`src/rtl/cluster_speriph_router_pkg.sv`:
```
// Shared constants for the cluster peripheral router: slot map and default geometry.
package cluster_speriph_router_pkg;

  localparam int SPER_EOC_ID         = 0;
  localparam int SPER_TIMER_ID       = 1;
  localparam int SPER_EVENT_U_ID     = 2;
  localparam int NB_SPERIPH_PLUGS_EU = 2;
  localparam int SPER_HWPE_ID        = 4;
  localparam int SPER_ICACHE_CTRL_ID = 7;
  localparam int SPER_DMA_CL_ID      = 8;
  localparam int SPER_DMA_FC_ID      = 9;
  localparam int SPER_EXT_ID         = 10;

  localparam int NB_SPERIPH_DEFAULT  = 11;
  localparam int NB_HWPE_DEFAULT     = 3;
  localparam int SLOT_BITS_DEFAULT   = 4;
  localparam int ID_WIDTH_DEFAULT    = 5;

  // Route entry layout for the default geometry; the router derives its own from its parameters.
  typedef struct packed {
    logic [SLOT_BITS_DEFAULT-1:0] slot;
    logic                         is_err;
    logic [ID_WIDTH_DEFAULT-1:0]  id;
  } speriph_route_t;

endpackage

```
`src/rtl/cluster_speriph_router_route_fifo.sv`:
```
// Synchronous FIFO holding the slot/error/id route of each in-flight request.
module cluster_speriph_router_route_fifo #(
  parameter int WIDTH = 10,
  parameter int DEPTH = 4
) (
  input  logic                     clk_i,
  input  logic                     rst_i,
  input  logic                     push_i,
  input  logic [WIDTH-1:0]         data_i,
  input  logic                     pop_i,
  output logic [WIDTH-1:0]         data_o,
  output logic                     full_o,
  output logic                     empty_o,
  output logic [$clog2(DEPTH):0]   count_o
);

  localparam int PTR_W = $clog2(DEPTH);

  logic [WIDTH-1:0] mem_q [DEPTH];
  logic [PTR_W-1:0] wr_ptr_q, rd_ptr_q;
  logic [PTR_W:0]   count_q, count_d;
  logic             do_push, do_pop;

  assign full_o  = (count_q == (PTR_W+1)'(DEPTH));
  assign empty_o = (count_q == '0);
  assign count_o = count_q;
  assign data_o  = mem_q[rd_ptr_q];

  // Full is evaluated on the registered count, so a pop never makes room in the same cycle.
  assign do_push = push_i & ~full_o;
  assign do_pop  = pop_i & ~empty_o;

  always_comb begin
    count_d = count_q;
    case ({do_push, do_pop})
      2'b10:   count_d = count_q + 1'b1;
      2'b01:   count_d = count_q - 1'b1;
      default: count_d = count_q;
    endcase
  end

  always_ff @(posedge clk_i) begin
    if (rst_i) begin
      wr_ptr_q <= '0;
      rd_ptr_q <= '0;
      count_q  <= '0;
    end else begin
      if (do_push) begin
        mem_q[wr_ptr_q] <= data_i;
        wr_ptr_q        <= wr_ptr_q + 1'b1;
      end
      if (do_pop) rd_ptr_q <= rd_ptr_q + 1'b1;
      count_q <= count_d;
    end
  end

endmodule

```
`src/rtl/cluster_speriph_router.sv`:
```
// Cluster peripheral slave-side router: decodes core requests onto slave plugs, keeps an
// in-order route FIFO for responses and answers unmapped/disabled slots with an error.
module cluster_speriph_router
  import cluster_speriph_router_pkg::*;
#(
  parameter int                     NB_SPERIPH      = NB_SPERIPH_DEFAULT,
  parameter int                     NB_HWPE         = NB_HWPE_DEFAULT,
  parameter int                     HWPE_BASE_ID    = SPER_HWPE_ID,
  parameter int                     ADDR_WIDTH      = 32,
  parameter int                     DATA_WIDTH      = 32,
  parameter int                     ID_WIDTH        = ID_WIDTH_DEFAULT,
  parameter int                     SLOT_LSB        = 10,
  parameter int                     SLOT_BITS       = SLOT_BITS_DEFAULT,
  parameter int                     MAX_OUTSTANDING = 4,
  parameter logic [DATA_WIDTH-1:0]  ERR_RDATA       = 32'hBADACCE5
) (
  input  logic                          clk_i,
  input  logic                          rst_i,
  input  logic [NB_SPERIPH-1:0]         slot_en_i,
  input  logic                          req_i,
  input  logic [ADDR_WIDTH-1:0]         add_i,
  input  logic                          wen_i,
  input  logic [DATA_WIDTH-1:0]         wdata_i,
  input  logic [DATA_WIDTH/8-1:0]       be_i,
  input  logic [ID_WIDTH-1:0]           id_i,
  output logic                          gnt_o,
  output logic                          r_valid_o,
  output logic [DATA_WIDTH-1:0]         r_rdata_o,
  output logic                          r_opc_o,
  output logic [ID_WIDTH-1:0]           r_id_o,
  output logic [NB_SPERIPH-1:0]         per_req_o,
  output logic [ADDR_WIDTH-1:0]         per_add_o,
  output logic                          per_wen_o,
  output logic [DATA_WIDTH-1:0]         per_wdata_o,
  output logic [DATA_WIDTH/8-1:0]       per_be_o,
  output logic [ID_WIDTH-1:0]           per_id_o,
  input  logic [NB_SPERIPH-1:0]         per_gnt_i,
  input  logic [NB_SPERIPH-1:0]         per_r_valid_i,
  input  logic [DATA_WIDTH-1:0]         per_r_rdata_i [NB_SPERIPH],
  input  logic [NB_SPERIPH-1:0]         per_r_opc_i,
  input  logic [ID_WIDTH-1:0]           per_r_id_i [NB_SPERIPH],
  output logic                          protocol_err_o,
  output logic [$clog2(MAX_OUTSTANDING):0] outstanding_o
);

  if (HWPE_BASE_ID + NB_HWPE > NB_SPERIPH) begin : g_bad_hwpe_map
    $error("HWPE slot range exceeds NB_SPERIPH");
  end

  typedef struct packed {
    logic [SLOT_BITS-1:0] slot;
    logic                 is_err;
    logic [ID_WIDTH-1:0]  id;
  } route_t;

  logic [SLOT_BITS-1:0]    slot;
  logic                    hit, sel_gnt, is_err, full, empty, push, pop;
  logic                    head_rv, head_opc, unexpected;
  logic [DATA_WIDTH-1:0]   head_rdata;
  logic [ID_WIDTH-1:0]     head_id;
  logic [$bits(route_t)-1:0] head_raw;
  route_t                  push_entry, head;
  logic                    protocol_err_q, protocol_err_d;

  assign slot = add_i[SLOT_LSB +: SLOT_BITS];

  // Out-of-range slots never match a plug index, so they fall through to the error target.
  always_comb begin
    hit     = 1'b0;
    sel_gnt = 1'b0;
    for (int k = 0; k < NB_SPERIPH; k++) begin
      if (slot == SLOT_BITS'(k)) begin
        hit     = slot_en_i[k];
        sel_gnt = per_gnt_i[k];
      end
    end
  end

  assign is_err = ~hit;
  assign gnt_o  = ~rst_i & ~full & (is_err ? req_i : sel_gnt);
  assign push   = req_i & gnt_o;

  always_comb begin
    per_req_o = '0;
    for (int k = 0; k < NB_SPERIPH; k++)
      per_req_o[k] = ~rst_i & req_i & ~full & hit & (slot == SLOT_BITS'(k));
  end

  assign per_add_o   = rst_i ? '0 : add_i;
  assign per_wen_o   = ~rst_i & wen_i;
  assign per_wdata_o = rst_i ? '0 : wdata_i;
  assign per_be_o    = rst_i ? '0 : be_i;
  assign per_id_o    = rst_i ? '0 : id_i;

  assign push_entry = '{slot: slot, is_err: is_err, id: id_i};

  cluster_speriph_router_route_fifo #(
    .WIDTH ($bits(route_t)),
    .DEPTH (MAX_OUTSTANDING)
  ) i_route_fifo (
    .clk_i   (clk_i),
    .rst_i   (rst_i),
    .push_i  (push),
    .data_i  (push_entry),
    .pop_i   (pop),
    .data_o  (head_raw),
    .full_o  (full),
    .empty_o (empty),
    .count_o (outstanding_o)
  );

  assign head = route_t'(head_raw);

  always_comb begin
    head_rv    = 1'b0;
    head_rdata = '0;
    head_opc   = 1'b0;
    head_id    = '0;
    unexpected = 1'b0;
    for (int k = 0; k < NB_SPERIPH; k++) begin
      if (head.slot == SLOT_BITS'(k)) begin
        head_rv    = per_r_valid_i[k];
        head_rdata = per_r_rdata_i[k];
        head_opc   = per_r_opc_i[k];
        head_id    = per_r_id_i[k];
      end
      if (per_r_valid_i[k] && (empty || head.is_err || head.slot != SLOT_BITS'(k)))
        unexpected = 1'b1;
    end
  end

  always_comb begin
    r_valid_o = 1'b0;
    r_rdata_o = '0;
    r_opc_o   = 1'b0;
    r_id_o    = '0;
    if (!rst_i && !empty) begin
      if (head.is_err) begin
        r_valid_o = 1'b1;
        r_rdata_o = ERR_RDATA;
        r_opc_o   = 1'b1;
        r_id_o    = head.id;
      end else if (head_rv) begin
        r_valid_o = 1'b1;
        r_rdata_o = head_rdata;
        r_opc_o   = head_opc;
        r_id_o    = head_id;
      end
    end
  end

  assign pop = r_valid_o;

  assign protocol_err_d = protocol_err_q | unexpected;
  assign protocol_err_o = protocol_err_q;

  always_ff @(posedge clk_i) begin
    if (rst_i) protocol_err_q <= 1'b0;
    else       protocol_err_q <= protocol_err_d;
  end

endmodule
```
`config.mk`:
```
export PLATFORM = sky130hd
export DESIGN_NAME = cluster_speriph_router
export DESIGN_NICKNAME = d
export VERILOG_FILES = /design/src/rtl/cluster_speriph_router_pkg.sv /design/src/rtl/cluster_speriph_router_route_fifo.sv /design/src/rtl/cluster_speriph_router.sv
export SDC_FILE = /design/constraint.sdc
export NUM_CORES = 1
export LEC_CHECK = 0
export ABC_AREA = 1
export BUFFER_PORTS_ARGS = -buffer_cell sky130_fd_sc_hd__buf_2
export CAP_MARGIN = 25
export CORE_AREA = 10 10 248 250
export DETAILED_ROUTE_END_ITERATION = 12
export DIE_AREA = 0 0 258 260
export GPL_TIMING_DRIVEN = 0
export PLACE_DENSITY = 0.41
export SKIP_CTS_REPAIR_TIMING = 1
export SYNTH_ARGS = -nofsm -noshare
export SYNTH_HDL_FRONTEND = slang
export SYNTH_SLANG_ARGS = --single-unit
```
`constraint.sdc`:
```
create_clock -name clk_i -period 2.5 [get_ports clk_i]
set_input_delay 0.375 -clock clk_i [delete_from_list [all_inputs] [get_ports clk_i]]
set_output_delay 0.375 -clock clk_i [all_outputs]
set_load 0.05 [all_outputs]
```
* Word level (Yosys, flattened, before mapping) *
Memory sizes are Yosys's and may differ from the RTL's. A register that Yosys moved wholly into a read port is not among the register bits.
Cells that the tools add are included.

operators by class
  add/subtract/negate cells = 4
  equal/unequal tests = 33
  multiplexer cells = 100
  bitwise operators = 25
  reduce and logical (&&, ||, !) cells = 31

operators by type and width
  cell                                                             count
  32-bit two-way mux                                               16
  5-bit two-way mux                                                15
  1-bit two-way mux                                                65
  4-bit by 3-bit == test with 1-bit output, second input constant  8
  4-bit == test, second input constant                             6
  1-bit AND                                                        20
  4-bit by 2-bit == test with 1-bit output, second input constant  4
  4-bit by 3-bit != test with 1-bit output, second input constant  4
  1-bit logical AND                                                12
  1-bit logical OR                                                 12
  4-bit != test, second input constant                             3
  4-bit by 1-bit == test with 1-bit output, second input constant  2
  4-bit logical NOT                                                2
  4-bit by 2-bit != test with 1-bit output, second input constant  2
  3-bit case mux with 2 select lines                               1
  2-bit by 1-bit adder with 2-bit output, second input constant    2
  2-bit two-way mux                                                2
  4-bit two-way mux                                                1
  4-bit by 1-bit != test with 1-bit output, second input constant  1
  1-bit inverter                                                   4
  4-bit nonzero test                                               1
  3-bit by 1-bit adder with 3-bit output, second input constant    1
  3-bit == test, second input constant                             1
  3-bit logical NOT                                                1
  6 further kinds                                                  7

word-level totals
  register bits = 8
  RAM bits = 40
  input bits = 528
  output and inout port bits = 129
  logic and storage cells = 198
  memories kept = 1

memories
  name                words  bits a word  rd ports  clocked after memory_dff  wr ports  RTL line                                 text
  i_route_fifo.mem_q  4      10           1         1                         1         cluster_speriph_router_route_fifo.sv:19  logic [WIDTH-1:0] mem_q [DEPTH];

* Longest topological paths before layout *
  depth after elaboration = 19
  gate-level depth with buffers = 24
  depth with buffers taken out = 23

* Cells and area by module *
A second synthesis with hierarchy kept.

second synthesis, totals
  cells, all modules = 1276
  area total of the unflattened synthesis = 6746.5 um^2

modules (own cells, without submodules)
  module                             times used  cells an instance  area an instance (um^2)  seq. area each (um^2)
  cluster_speriph_router             1           1104               4732.0                   20.0
  cluster_speriph_router_route_fifo  1           172                2014.4                   1381.3

* Worst setup path after synthesis *
OpenSTA, ideal clock, no wires.

  path type = input to output
  start point = input port add_i[12]
  end point = output port per_req_o[0]
  data arrival time = 2689 ps
  setup slack = -564 ps
  cell stages on the path = 13
  cell sequence = inv_1 > nor2_1 > inv_1 > nor2_1 > nand2_1 > nand4_1 > o22ai_1 > nand2_1 > o21ai_0 > inv_1 > nand2_1 > clkbuf_1 > nor3_1

on the way
  word-level cells in the longest chain between the ends = 14
  elaborated cells between the ends (all ways) = 24
  classes of those cells = eq/ne (10); mux (11); bitwise (2); reduce/logical (1)

ends and longest elaborated chain
  item                             RTL line                                                    text
  from (decl)                      cluster_speriph_router.sv:21                                input logic [ADDR_WIDTH-1:0] add_i,
  4-bit logical NOT                cluster_speriph_router.sv:72, cluster_speriph_router.sv:86
  1-bit two-way mux (11 in a row)  cluster_speriph_router.sv:72                                if (slot == SLOT_BITS'(k)) begin
  1-bit AND                        cluster_speriph_router.sv:86                                per_req_o[k] = ~rst_i & req_i & ~full & hit & (slot == SLOT_BITS'(k));
  1-bit AND *                      cluster_speriph_router.sv:86
  to (decl)                        cluster_speriph_router.sv:31                                output logic [NB_SPERIPH-1:0] per_req_o,

Every way passes the cells marked *; elsewhere a longest branch is shown, timed or not.

==> impl_metrics.yaml <==
placed_design:
  gp_congestion: 0.980
  place_hpwl_um: 54500
  place.port_buffers: 655
  dp.cells: 2615
  place_ws_ns: -1.33
outcome:
  status: "complete, but fails checks"
  violations: "setup timing"
drt:
  vias: 11100
  routed_wl_um: 63800
  vias_per_cell: 4.15
  dr.pass1.iters: 5
  drcViolationCount: 0
  postRouteAntennaNets: 0
  wl_per_cell_um: 23.8
  drt_first_iter_violations: 691
floorplanning:
  boundaryPins: 657
  core_sq_um: 56300
  start_util: 0.116
  die_area_sq_um: 67100
  die_x_um: 258
  die_height_um: 260
  rows: 87
pwr:
  p_seq_frac: 0.148
  internal_power_w: 0.00304
  powerDensity_nw_per_um2: 482
  p_switching_w: 0.00346
  p_leak_nw: 6.90
  switching_share: 0.533
  pwr-share-clk: 0.107
  power_frac_comb: 0.745
  peakVddDrop_v: 0.000237
global_routing:
  antenna_found_initial: 6
  grt.overflow.total: 0
  grt_pass1_wl_um: 83500
  grt_pass1_vias: 11300
  track_usage: 0.172
  grt_start_max_net_pins: 19
timing:
  timing.final.max_slew_violations: 0
  worst_pin_slew_ns: 0.646
  fin_skew_ns: 0.0143
  fmax_mhz: 303
  finalCritPeriodShare: 1.32
  setup_ws_ns: -0.796
  grt_setup_unrepaired: "yes"
  setup_viol: 48
  hold_viol: 0
  maxSlewHeadroom: 0.569
  fin_crit_ns: 3.30
cts:
  clk_pin_slew_worst_paths_ns: 0.07
  cts_sinks: 50
  cts_buffers: 5
  cts_tree: "built"
  cts_root_buf: "clkbuf_16"
  h-tree-depth: 2
  clock_path_buffers: 2
  clock_latency_ns: 0.29
critical_path:
  critPathMaxFanout: 8
  crit_path_end_kind: "output pin"
  critical_path.slowest_cell: "dfxtp_4"
  max_stage_delay_ns: 0.37
  critPathKind: "reg2out"
  cp_top_family: "simple AND/OR/NAND/NOR gates"
  path_buf_inv: 7
  crit_required_ns: 2.12
  cp.arrival_ns: 2.92
  worst_setup_path_start_kind: "flip-flop"
  crit_chain: "inv_4 -> buf_12 -> nand2_4 -> nand2_2 -> nand2_2 -> nand2_2 -> nor2_4 -> buf_12 -> nand2_8 -> inv_4 -> buf_12 -> clkbuf_16 -> nand2_4 -> nand3_2 -> a21oi_2 -> nand4_1 -> a21oi_4 -> nand4_1 -> nand2_1 -> nor2_4 -> buf_8"
yosys:
  synthFlopType: "edfxtp_1"
  ys_seq_elements: 50
  ys.warnings.count: 0
  synth-edff-count: 40
  synth_nets: 1735
  synth-seq-area-share: 0.214
  async_reset_ff_frac: 0
  ys_types: 39
  synth_cells: 1201
  avgSynthCellArea_sq_um: 5.45
  netlist_area_sq_um: 6540
layout:
  area_growth_pct: 106
  nets: 2456
  nFillCells: 6499
  instances_no_fill: 2680
  final_layout_size_suffix_gt1_frac: 0.536
flow_run:
  drv_cap: 0
hold_path:
  worst_hold_path_type: "in2reg"
## synth_stat cells (8+ instances only)
library cell    n  share of area
o21ai_0        27          0.021
edfxtp_1       40           0.18
dfxtp_1        10          0.031
clkbuf_1       23          0.013
nand4_1        54          0.052
inv_2          13         0.0075
nand2_2         9         0.0086
o22ai_1        12          0.011
nand2_1       476           0.27
nor2_1        163          0.094
nand3_1        55          0.042
inv_1         118          0.068
nor3_1          8         0.0061
buf_2          26          0.020
nor2_2         10         0.0096
a21oi_1        88          0.067
## placed cells by master, fill, tap and decap left out, types with 11 or more instances in the layout
cell type  instances
a21oi_1           44
a21oi_2           37
buf_12            16
buf_2            606
buf_4             50
buf_6             52
buf_8             22
clkbuf_16         11
edfxtp_1          40
inv_1            105
inv_2             13
nand2_1          437
nand2_2           24
nand2_4           25
nand3_1           35
nand3_2           19
nand4_1           54
nor2_1           115
nor2_2            23
nor2_4            40
o21ai_0           15
o21ai_1           11
## layout make-up
class	instances	area, sq um	share of cell area
Clock inverter	3	26.3	0.00195
Inverter	133	557	0.0413
Clock buffer	5	125	0.00927
Tap cell	756	946	0.0701
Sequential cell	50	1410	0.104
Timing Repair Buffer	714	4300	0.319
Multi-Input combinational cell	954	5480	0.406
Antenna cell	1	2.50	0.000185
Buffer	64	652	0.0483
## kinds of logic (layout without fill, tap and decap cells)
| group | count (synthesis) | count (layout) | synth area share |
|---|---|---|---|
| adders and majority gates | 6 | 6 | 0.0126 |
| xor gates and xnor gates | 1 | 1 | 0.00134 |
| and+or+nand+nor | 797 | 797 | 0.516 |
| DFF | 50 | 50 | 0.214 |
| buffers and inverters | 197 | 919 | 0.131 |
| other | 0 | 1 | 0 |
| AOI/OAI and AO/OA | 150 | 150 | 0.125 |
## sequential cells by signal, indices dropped and copies added, names as in the netlist, named ones only
register	flops
i_route_fifo.wr_ptr_q	2
protocol_err_o	1
i_route_fifo.count_o	3
i_route_fifo.rd_ptr_q	2
i_route_fifo.mem_q	40
## path summary, 6_finish.rpt
kind | from | end | slack [ns] | depth (start not counted)
setup / recovery | flip-flop | r_id_o[3] | -0.80 | 21
hold / removal | add_i[12] | i_route_fifo.mem_q[1][8] | 0.31 | 1
setup reg to reg | flip-flop | i_route_fifo.count_o[2] | -0.59 | 25
hold reg to reg | i_route_fifo.rd_ptr_q[1] | i_route_fifo.rd_ptr_q[1] | 0.50 | 2
## per-stage QoR
stage           util  cell area [sq um]  hold WS [ns]  power [W]  TNS (ns)
6_report       0.240              13500         0.306    0.00651    -28.65
5_1_grt        0.240              13500         0.296    0.00693    -36.12
4_1_cts        0.200              11300         0.332    0.00555    -96.49
3_5_place_dp   0.198              11100         0.493    0.00484    -97.03
3_3_place_gp   0.197              11100         0.483    0.00481   -103.88
2_1_floorplan      -               6850         0.466    0.00313     -3.33
## power groups by stage
| stage | Sequential [W] | Clock, W | Combinational (W) |
|---|---|---|---|
| after floorplan | 0.00100 | 0 | 0.00213 |
| after global placement | 0.000977 | 0 | 0.00384 |
| after detailed placement | 0.000977 | 0 | 0.00387 |
| after CTS | 0.000958 | 0.000715 | 0.00388 |
| after global routing | 0.000968 | 0.000755 | 0.00520 |
| final | 0.000963 | 0.000696 | 0.00485 |
## routing by layer
metal	vias to the layer above	track usage	part of all wire	wire length (um)
met5	-	0	0.00077	49
li1	5288	-	-	-
met2	585	0.306	0.49	31600
met3	65	0.0503	0.087	5530
met4	6	0.0217	0.018	1130
met1	5178	0.205	0.40	25500
## worst register-to-register path: cells and delay by family, from the launching register on
kind            cells  cell delay (ns)
compound gates      4             0.39
flops               1             0.38
simple gates       14             1.27
fa+ha+maj           2             0.48
buf+inv             5             0.45
(Power assumes the default switching activity.)
